`src/rtl/lif_pkg.sv`:
```
// Shared types, defaults and saturating helper for the time-multiplexed LIF neuron scheduler.
package lif_pkg;

    typedef enum logic [1:0] {
        IDLE = 2'd0,
        SCAN = 2'd1,
        EMIT = 2'd2,
        DONE = 2'd3
    } lif_state_e;

    localparam int DEF_THRESH      = 200;
    localparam int DEF_DECAY_SHIFT = 3;

    // Unsigned add clamped at max_v; the 33-bit sum cannot wrap for any W up to 32.
    function automatic logic [31:0] sat_add(input logic [31:0] a,
                                            input logic [31:0] b,
                                            input logic [31:0] max_v);
        logic [32:0] s;
        s = {1'b0, a} + {1'b0, b};
        return (s > {1'b0, max_v}) ? max_v : s[31:0];
    endfunction

endpackage

```
`src/rtl/lif_update.sv`:
```
// Combinational leaky-integrate-and-fire step: leak, add current, saturate, threshold compare.
module lif_update
    import lif_pkg::*;
#(
    parameter int W           = 8,
    parameter int THRESH      = DEF_THRESH,
    parameter int DECAY_SHIFT = DEF_DECAY_SHIFT
) (
    input  logic [W-1:0] v,
    input  logic [W-1:0] acc,
    output logic [W-1:0] v_next,
    output logic         fire
);

    localparam logic [31:0]  SAT_MAX = 32'((64'd1 << W) - 64'd1);
    localparam logic [W-1:0] THR     = W'(THRESH);

    logic [W-1:0] leaked;
    logic [W-1:0] u;

    assign leaked = v - (v >> DECAY_SHIFT);
    assign u      = W'(sat_add(32'(leaked), 32'(acc), SAT_MAX));
    assign fire   = (u >= THR);
    assign v_next = fire ? (u - THR) : u;

endmodule

```
`src/rtl/lif_scheduler.sv`:
```
// Shares one lif_update datapath across N virtual neurons: accumulates currents while idle,
// scans all neurons on tick and emits one spike event per firing neuron over valid/ready.
//
// state | meaning
// IDLE  | accept currents into acc, wait for tick
// SCAN  | update neuron idx, clear its acc
// EMIT  | hold spike_id until spike_ready
// DONE  | one-cycle end-of-timestep pulse
module lif_scheduler
    import lif_pkg::*;
#(
    parameter int N           = 4,
    parameter int W           = 8,
    parameter int THRESH      = DEF_THRESH,
    parameter int DECAY_SHIFT = DEF_DECAY_SHIFT
) (
    input  logic                 clk,
    input  logic                 rst,
    input  logic                 tick,
    input  logic                 cur_valid,
    output logic                 cur_ready,
    input  logic [$clog2(N)-1:0] cur_id,
    input  logic [W-1:0]         cur_data,
    output logic                 spike_valid,
    input  logic                 spike_ready,
    output logic [$clog2(N)-1:0] spike_id,
    output logic                 busy,
    output logic                 done,
    input  logic [$clog2(N)-1:0] state_sel,
    output logic [W-1:0]         state_out
);

    localparam int          IW      = $clog2(N);
    localparam logic [IW-1:0] LAST  = IW'(N - 1);
    localparam logic [31:0] SAT_MAX = 32'((64'd1 << W) - 64'd1);

    lif_state_e    state_q, state_d;
    logic [IW-1:0] idx_q, idx_d;
    logic [IW-1:0] spike_id_q, spike_id_d;
    logic [W-1:0]  v_q   [N];
    logic [W-1:0]  v_d   [N];
    logic [W-1:0]  acc_q [N];
    logic [W-1:0]  acc_d [N];

    logic [W-1:0]  upd_v;
    logic          upd_fire;

    lif_update #(
        .W           (W),
        .THRESH      (THRESH),
        .DECAY_SHIFT (DECAY_SHIFT)
    ) u_update (
        .v      (v_q[idx_q]),
        .acc    (acc_q[idx_q]),
        .v_next (upd_v),
        .fire   (upd_fire)
    );

    always_comb begin
        state_d    = state_q;
        idx_d      = idx_q;
        spike_id_d = spike_id_q;
        v_d        = v_q;
        acc_d      = acc_q;
        unique case (state_q)
            IDLE: begin
                // Current lands in acc on the same edge as tick, so this timestep sees it.
                if (cur_valid) begin
                    acc_d[cur_id] = W'(sat_add(32'(acc_q[cur_id]), 32'(cur_data), SAT_MAX));
                end
                if (tick) begin
                    state_d = SCAN;
                    idx_d   = '0;
                end
            end
            SCAN: begin
                acc_d[idx_q] = '0;
                v_d[idx_q]   = upd_v;
                if (upd_fire) begin
                    spike_id_d = idx_q;
                    state_d    = EMIT;
                end else if (idx_q == LAST) begin
                    state_d = DONE;
                end else begin
                    idx_d = idx_q + IW'(1);
                end
            end
            EMIT: begin
                if (spike_ready) begin
                    if (idx_q == LAST) begin
                        state_d = DONE;
                    end else begin
                        idx_d   = idx_q + IW'(1);
                        state_d = SCAN;
                    end
                end
            end
            DONE: begin
                state_d = IDLE;
            end
            default: begin
                state_d = IDLE;
            end
        endcase
    end

    always_ff @(posedge clk or posedge rst) begin
        if (rst) begin
            state_q    <= IDLE;
            idx_q      <= '0;
            spike_id_q <= '0;
            v_q        <= '{default: '0};
            acc_q      <= '{default: '0};
        end else begin
            state_q    <= state_d;
            idx_q      <= idx_d;
            spike_id_q <= spike_id_d;
            v_q        <= v_d;
            acc_q      <= acc_d;
        end
    end

    assign cur_ready   = (state_q == IDLE);
    assign busy        = (state_q != IDLE);
    assign done        = (state_q == DONE);
    assign spike_valid = (state_q == EMIT);
    assign spike_id    = spike_id_q;
    assign state_out   = v_q[state_sel];

endmodule

```
`config.mk`:
```
export PLATFORM = sky130hd
export DESIGN_NAME = lif_scheduler
export DESIGN_NICKNAME = d
export VERILOG_FILES = /design/src/rtl/lif_pkg.sv /design/src/rtl/lif_update.sv /design/src/rtl/lif_scheduler.sv
export SDC_FILE = /design/constraint.sdc
export NUM_CORES = 1
export LEC_CHECK = 0
export BUFFER_PORTS_ARGS = -buffer_cell sky130_fd_sc_hd__buf_2
export CAP_MARGIN = 0
export CORE_UTILIZATION = 47
export CTS_CLUSTER_SIZE = 28
export DETAILED_ROUTE_END_ITERATION = 7
export GPL_ROUTABILITY_DRIVEN = 0
export GPL_TIMING_DRIVEN = 1
export PLACE_DENSITY = 0.73
export SLEW_MARGIN = 30
export SYNTH_ARGS = -nofsm -noshare
export SYNTH_HDL_FRONTEND = slang
export SYNTH_SLANG_ARGS = --single-unit
```
`constraint.sdc`:
```
create_clock -name clk -period 4.8 [get_ports clk]
set_input_delay 0.24 -clock clk [delete_from_list [all_inputs] [get_ports clk]]
set_output_delay 0.24 -clock clk [all_outputs]
set_load 0.01 [all_outputs]
```
==> flow_summary.ini, run 1 <==
[route]
via_count = 3644
wl_per_cell_um = 18.58
routed_wl_um = 11150
drc = 0
dr.pass1.iters = 5
drt_iter0_drc = 223
detail-route-antenna-nets = 0
vias_per_cell = 6.073

[timing]
slew_headroom_pct = 37.21
post-route-period-util_pct = 95.26
finalSetupViolCount = 0
timing.fmax_mhz = 218.7
hold_viol_final = 0
worstMarginPinSlew_ns = 0.9419
rsz0062_at_grt = true
fin_skew_ns = 0.009280
finalMaxSlewViolations = 0
post-route-min-period_ns = 4.572

[grt]
antenna_found_initial = 0
grt_pass1_vias = 3647
grt_pass1_wl_um = 18530
grt-ovfl-total = 0
track_usage_pct = 23.60
grt_max_degree = 71

[logic_synthesis]
synth_compound_area_share_pct = 17.65
yosysWarnings = 0
synth-seq-cells = 70
synth-adder-area-share_pct = 9.290
synthTopCellsByCount = 70 x dfrtp_1, 56 x nand2_1, 33 x o21ai_0, 32 x mux4_2, 30 x ha_1
yosysSeqAreaShare_pct = 37.37
synth.area.mux_share_pct = 18.63
yosysTopAreaCell = dfrtp_1
yosysMostFrequentCell = dfrtp_1
synth_top_area_share_pct = 37.37
synth_top_family_by_area = multiplexers
yosys.area_share.simple_pct = 11.51
synth_cell_types = 55
synth_fp_nets = 481
synth_enable_flop_cells = 0
synth_area_sq_mm = 0.004687
postSynth.asyncResetShare_pct = 100.0
syn_inst = 431
synthTopCellsByArea = dfrtp_1 37%, mux4_2 15%, ha_1 8.0%
synth.avg_cell_area_sq_um = 10.87
synth_flop_cell = dfrtp_1
synth_xor_area_share_pct = 2.429

[clock_network]
h-tree-depth = 3
cts_made_buffers = 9
cts_tree = built
root_buffer = clkbuf_8
clk_pin_slew_worst_paths_ns = 0.08
cts.sinks = 70
cts_hold_buffers = 0
cts_buffer_depth = 2
clk_latency_ns = 0.36

[floorplanning]
start_util_pct = 48.17
die_x_um = 101.9
num_io_pins = 31
rows = 36
die_area_sq_mm = 0.01038
dieHeight_um = 101.9
core_sq_mm = 0.009729

[critical_path]
timing.rr.end = v_q[11]$_DFFE_PP0P_
worstPathMaxFanout = 7
ff2ff_path_depth = 18
arrival_ns = 4.83
worstPathRequired_ns = 5.06
r2r_slack_ns = 0.23
end_kind = register
worstSetupStartpointType = register
path_class = reg -> reg
worstReg2RegStart = idx_q[0]$_DFFE_PP0P_

[cells_and_area]
nets = 512
finish.utilization_pct = 54.41
stdcell_area_sq_mm = 0.005294
syn_to_final_growth_pct = 12.95
n_antenna_cell = 0
drive_above_1_share_pct = 24.84

[placed_design]
portBuffers = 30
placed_area_sq_mm = 0.004985
dp_hpwl_um = 7913

[job]
cap_viol_max_count = 0

[outcome]
outcome = complete, no violations

[hold_path]
hp-class = in -> async
==> worst max-delay path by stage <==
stage / from / to
3_3_place_gp: idx_q[0]$_DFFE_PP0P_ / spike_id[1]$_DFFE_PP0P_
5_1_grt: idx_q[0]$_DFFE_PP0P_ / v_q[3]$_DFFE_PP0P_
4_1_cts: idx_q[0]$_DFFE_PP0P_ / spike_id[0]$_DFFE_PP0P_
6_report: idx_q[0]$_DFFE_PP0P_ / v_q[11]$_DFFE_PP0P_
2_1_floorplan: idx_q[1]$_DFFE_PP0P_ / v_q[21]$_DFFE_PP0P_
3_5_place_dp: idx_q[0]$_DFFE_PP0P_ / spike_id[0]$_DFFE_PP0P_
==> final cells by class <==
| class | instances | area (sq um) |
|---|---|---|
| Fill cell | 847 | 4436 |
| Multi-Input combinational cell | 322 | 2823 |
| Sequential cell | 70 | 1753 |
| Timing Repair Buffer | 39 | 221.5 |
| Tap cell | 133 | 166.4 |
| Clock buffer | 11 | 151.4 |
| Clock inverter | 5 | 103.9 |
| Inverter | 20 | 75.07 |
==> kinds of logic after synthesis <==
| group | Yosys count |
|---|---|
| adders and majority gates | 33 |
| AOI/OAI and AO/OA | 114 |
| xor gates and xnor gates | 13 |
| buffers and inverters | 39 |
| DFF | 70 |
| muxes | 46 |
| and+or+nand+nor | 116 |
==> registers in the layout (all words and copies together), names as in the netlist <==
| signal | flops |
|---|---|
| state_q | 2 |
| spike_id | 2 |
| idx_q | 2 |
| acc_q | 32 |
| v_q | 32 |
==> per-stage QoR <==
| step | cells | hold slack, ns | setup TNS [ns] | setup slack (ns) |
|---|---|---|---|---|
| global placement | 582 | 0.4770 | 0 | 0.3211 |
| finish | 600 | 0.01444 | 0 | 0.2275 |
| detailed placement | 582 | 0.4879 | 0 | 0.09475 |
| floorplan | 431 | 0.4338 | 0 | 0.07687 |
| CTS | 598 | 0.1779 | 0 | 0.004944 |
| global route | 600 | 0.08103 | -0.4365 | -0.09610 |
==> worst max-delay path, stage by stage (launching register included) <==
cell and delay [ns]:
dfrtp_2 0.47, mux4_2 0.58, inv_1 0.08, ha_1 0.23
nor2b_1 0.15, o21ai_0 0.19, nand2b_1 0.12, a21o_1 0.19
nand2_1 0.07, nor2b_1 0.16, xnor2_1 0.15, ha_2 0.34
a21oi_1 0.37, nand4b_1 0.15, mux2i_1 0.26, a2111oi_4 0.11
nor3_2 0.38, xnor2_1 0.24, o31ai_1 0.24
==> what timing repair did <==
action,in CTS,in global routing
resized for setup,0,7
endpoints found under the setup margin,0,26
buffers inserted,0,2
==> layout by cell type (no fill, tap or decap), types with 6 or more instances in the layout <==
cell	netlist	layout
dfrtp_1	70	69
nand2_1	56	56
o21ai_0	33	33
mux4_2	32	32
buf_2	0	30
ha_1	30	29
a22o_1	24	24
nor2_1	21	21
inv_1	20	19
a21oi_1	14	13
clkbuf_8	0	11
mux2_2	10	10
nor2b_1	8	8
buf_4	0	8
xnor2_1	8	7
nand2b_1	6	6
o31ai_1	7	6
nand3_1	6	6
==> routing by layer <==
layer	up-vias	share of wire [%]	routed length (um)	track usage (%)
met5	-	0	0	0
met4	0	2.2	241	9.560
met3	20	5.3	592	4.925
met2	128	50	5556	37.99
met1	1827	43	4754	31.48
li1	1669	-	-	-
Power of run 1 is left out: the tool's default activity adds up to more than one toggle a clock period on the data nets, which glitch-free logic cannot reach.
==> run 2: changes to the inputs <==
--- a/config.mk
+++ b/config.mk
@@ -7,12 +7,14 @@
 export LEC_CHECK = 0
 export BUFFER_PORTS_ARGS = -buffer_cell sky130_fd_sc_hd__buf_2
 export CAP_MARGIN = 0
-export CORE_UTILIZATION = 47
+export CELL_PAD_IN_SITES_DETAIL_PLACEMENT = 1
+export CELL_PAD_IN_SITES_GLOBAL_PLACEMENT = 2
+export CORE_UTILIZATION = 37
 export CTS_CLUSTER_SIZE = 28
 export DETAILED_ROUTE_END_ITERATION = 7
 export GPL_ROUTABILITY_DRIVEN = 0
 export GPL_TIMING_DRIVEN = 1
-export PLACE_DENSITY = 0.73
+export PLACE_DENSITY = 0.83
 export SLEW_MARGIN = 30
 export SYNTH_ARGS = -nofsm -noshare
 export SYNTH_HDL_FRONTEND = slang
==> run 2 against run 1 <==
  * First-iteration DRC count is 18% lower
  * Count of clock-buffer cells in the layout is 2 higher
  * Sequential share of layout area is 0.96 points lower
  * Global-route usage is 2.2 points lower
  * Maximum frequency is 0.23% higher
  * Non-clock buffer count is 6 higher
  * Sequential cell count stayed put
  * Worst setup slack better by 0.010 ns
  * Critical path type unchanged
==> flow_summary.ini, run 2 (same netlist as run 1, synthesis figures left out) <==
[outcome]
outcome = complete, no violations

[clock_network]
cts.sinks = 70
cts_buffer_depth = 2
h-tree-depth = 3
cts_hold_buffers = 0
clk_latency_ns = 0.34
clk_pin_slew_worst_paths_ns = 0.06
cts_tree = built
cts_made_buffers = 9
root_buffer = clkbuf_16

[critical_path]
path_buf_inv = 2
cpMaxStageDelayCell = mux4_2
end_kind = register
arrival_ns = 4.79
path_cells = buf_12 -> mux4_2 -> ha_1 -> fa_1 -> nor2b_1 -> o21ai_0 -> nand2b_1 -> xor2_1 -> ha_1 -> nor2b_1 -> or4_4 -> a211oi_4 -> o31ai_2 -> buf_4 -> nand2_1 -> mux2_2
slowest_delay_ns = 0.53
worstPathRequired_ns = 5.02
path_class = reg -> reg
r2r_slack_ns = 0.24
worstSetupStartpointType = register
path_delay_family = simple AND/OR/NAND/NOR gates
worstPathMaxFanout = 6

[route]
dr.pass1.iters = 4
detail-route-antenna-nets = 0
routed_wl_um = 13030
drt_iter0_drc = 183
drc = 0
wl_per_cell_um = 20.32
vias_per_cell = 5.724
via_count = 3669

[timing]
fin_skew_ns = 0.005909
post-route-period-util_pct = 95.04
finalSetupViolCount = 0
post-route-min-period_ns = 4.562
worstMarginPinSlew_ns = 1.032
hold_viol_final = 0
finalMaxSlewViolations = 0
slew_headroom_pct = 31.02
timing.fmax_mhz = 219.2
whs_ns = 0.07845

[grt]
antenna_found_initial = 0
grt_max_degree = 71
grt_pass1_vias = 4027
grt-ovfl-total = 0
track_usage_pct = 21.36
grt_pass1_wl_um = 21210

[cells_and_area]
layout_common_cells = 69 x dfrtp_1, 56 x nand2_1, 33 x o21ai_0, 32 x mux4_2, 30 x buf_2
nFillCells = 1333
multi_input_area_sq_mm = 0.002834
largestRegisters = acc_q x32, v_q x32
nets = 518
syn_to_final_growth_pct = 16.31
finish.utilization_pct = 44.83
n_antenna_cell = 0
layout_commonest_cell = dfrtp_1
final-seq-area_sq_mm = 0.001753
drive_above_1_share_pct = 25.37

[floorplanning]
dieHeight_um = 114.6
core_sq_mm = 0.01216
rows = 40
num_io_pins = 31
start_util_pct = 38.54
die_area_sq_mm = 0.01312
die_x_um = 114.6

[job]
cap_viol_max_count = 0

[hold_path]
hp-class = in -> async

[placed_design]
dp_hpwl_um = 9451
portBuffers = 30
[run 2: cell count changes in the layout (fill, tap and decap cells not counted), sizes merged]
cell / delta
clkinvlp: +1
inv: -1
buf: +5
clkbuf: +3
bufinv: -2
[run 2: routing by layer]
metal | wire length [um] | up-vias | share of wire [%] | global-route usage (%)
li1 | - | 1687 | - | -
met1 | 5863 | 1904 | 45 | 28.31
met2 | 6517 | 64 | 50 | 35.52
met3 | 467 | 14 | 3.6 | 4.288
met4 | 180 | 0 | 1.4 | 6.061
met5 | 0 | - | 0 | 0
[run 2: what timing repair did]
action,in CTS,in global routing
gates resized for setup,1,10
pin swaps,0,1
hold endpoints to repair,0,0
endpoints found under the setup margin,7,22
buffers inserted,0,5
[run 2: final cells by class]
cell class	instances	area share [%]
sequential	70	32.16
multi-input combinational	322	51.99
clock buffer	13	4.774
tap	168	3.856
clock inverter	3	0.7804
timing repair buffer	45	5.072
inverter	20	1.377
[run 2: worst paths after layout]
kind                                              start                      end  cells past startpoint
worst max-delay path               idx_q[0]$_DFFE_PP0P_  spike_id[1]$_DFFE_PP0P_                     16
worst min-delay path                                rst       v_q[7]$_DFFE_PP0P_                      3
worst max register to register     idx_q[0]$_DFFE_PP0P_  spike_id[1]$_DFFE_PP0P_                     16
worst min register to register  spike_id[0]$_DFFE_PP0P_  spike_id[0]$_DFFE_PP0P_                      1
max in group asynchronous                           rst    acc_q[18]$_DFFE_PP0P_                      3
min in group clk                              cur_valid     acc_q[6]$_DFFE_PP0P_                      3
[run 2: worst register-to-register path: cells and delay by family, from the launching register on]
kind | cells | cell delay (ns)
fa+ha+maj | 3 | 1.02
simple gates | 5 | 1.03
buf+inv | 2 | 0.31
compound gates | 3 | 0.62
mux | 2 | 0.87
flops | 1 | 0.39
xor+xnor | 1 | 0.21
[run 2: per-stage QoR]
| step | instance area (sq um) | setup slack (ns) | setup TNS, ns | instances |
|---|---|---|---|---|
| 5_1_grt | 5451 | -0.003430 | -0.006394 | 641 |
| 2_1_floorplan | 4687 | 0.07687 | 0 | 431 |
| 6_report | 5451 | 0.2380 | 0 | 641 |
| 3_3_place_gp | 5051 | 0.1809 | 0 | 620 |
| 3_5_place_dp | 5051 | 0.05651 | 0 | 620 |
| 4_1_cts | 5355 | 0.06815 | 0 | 636 |
Power of run 2 is left out for the same reason.
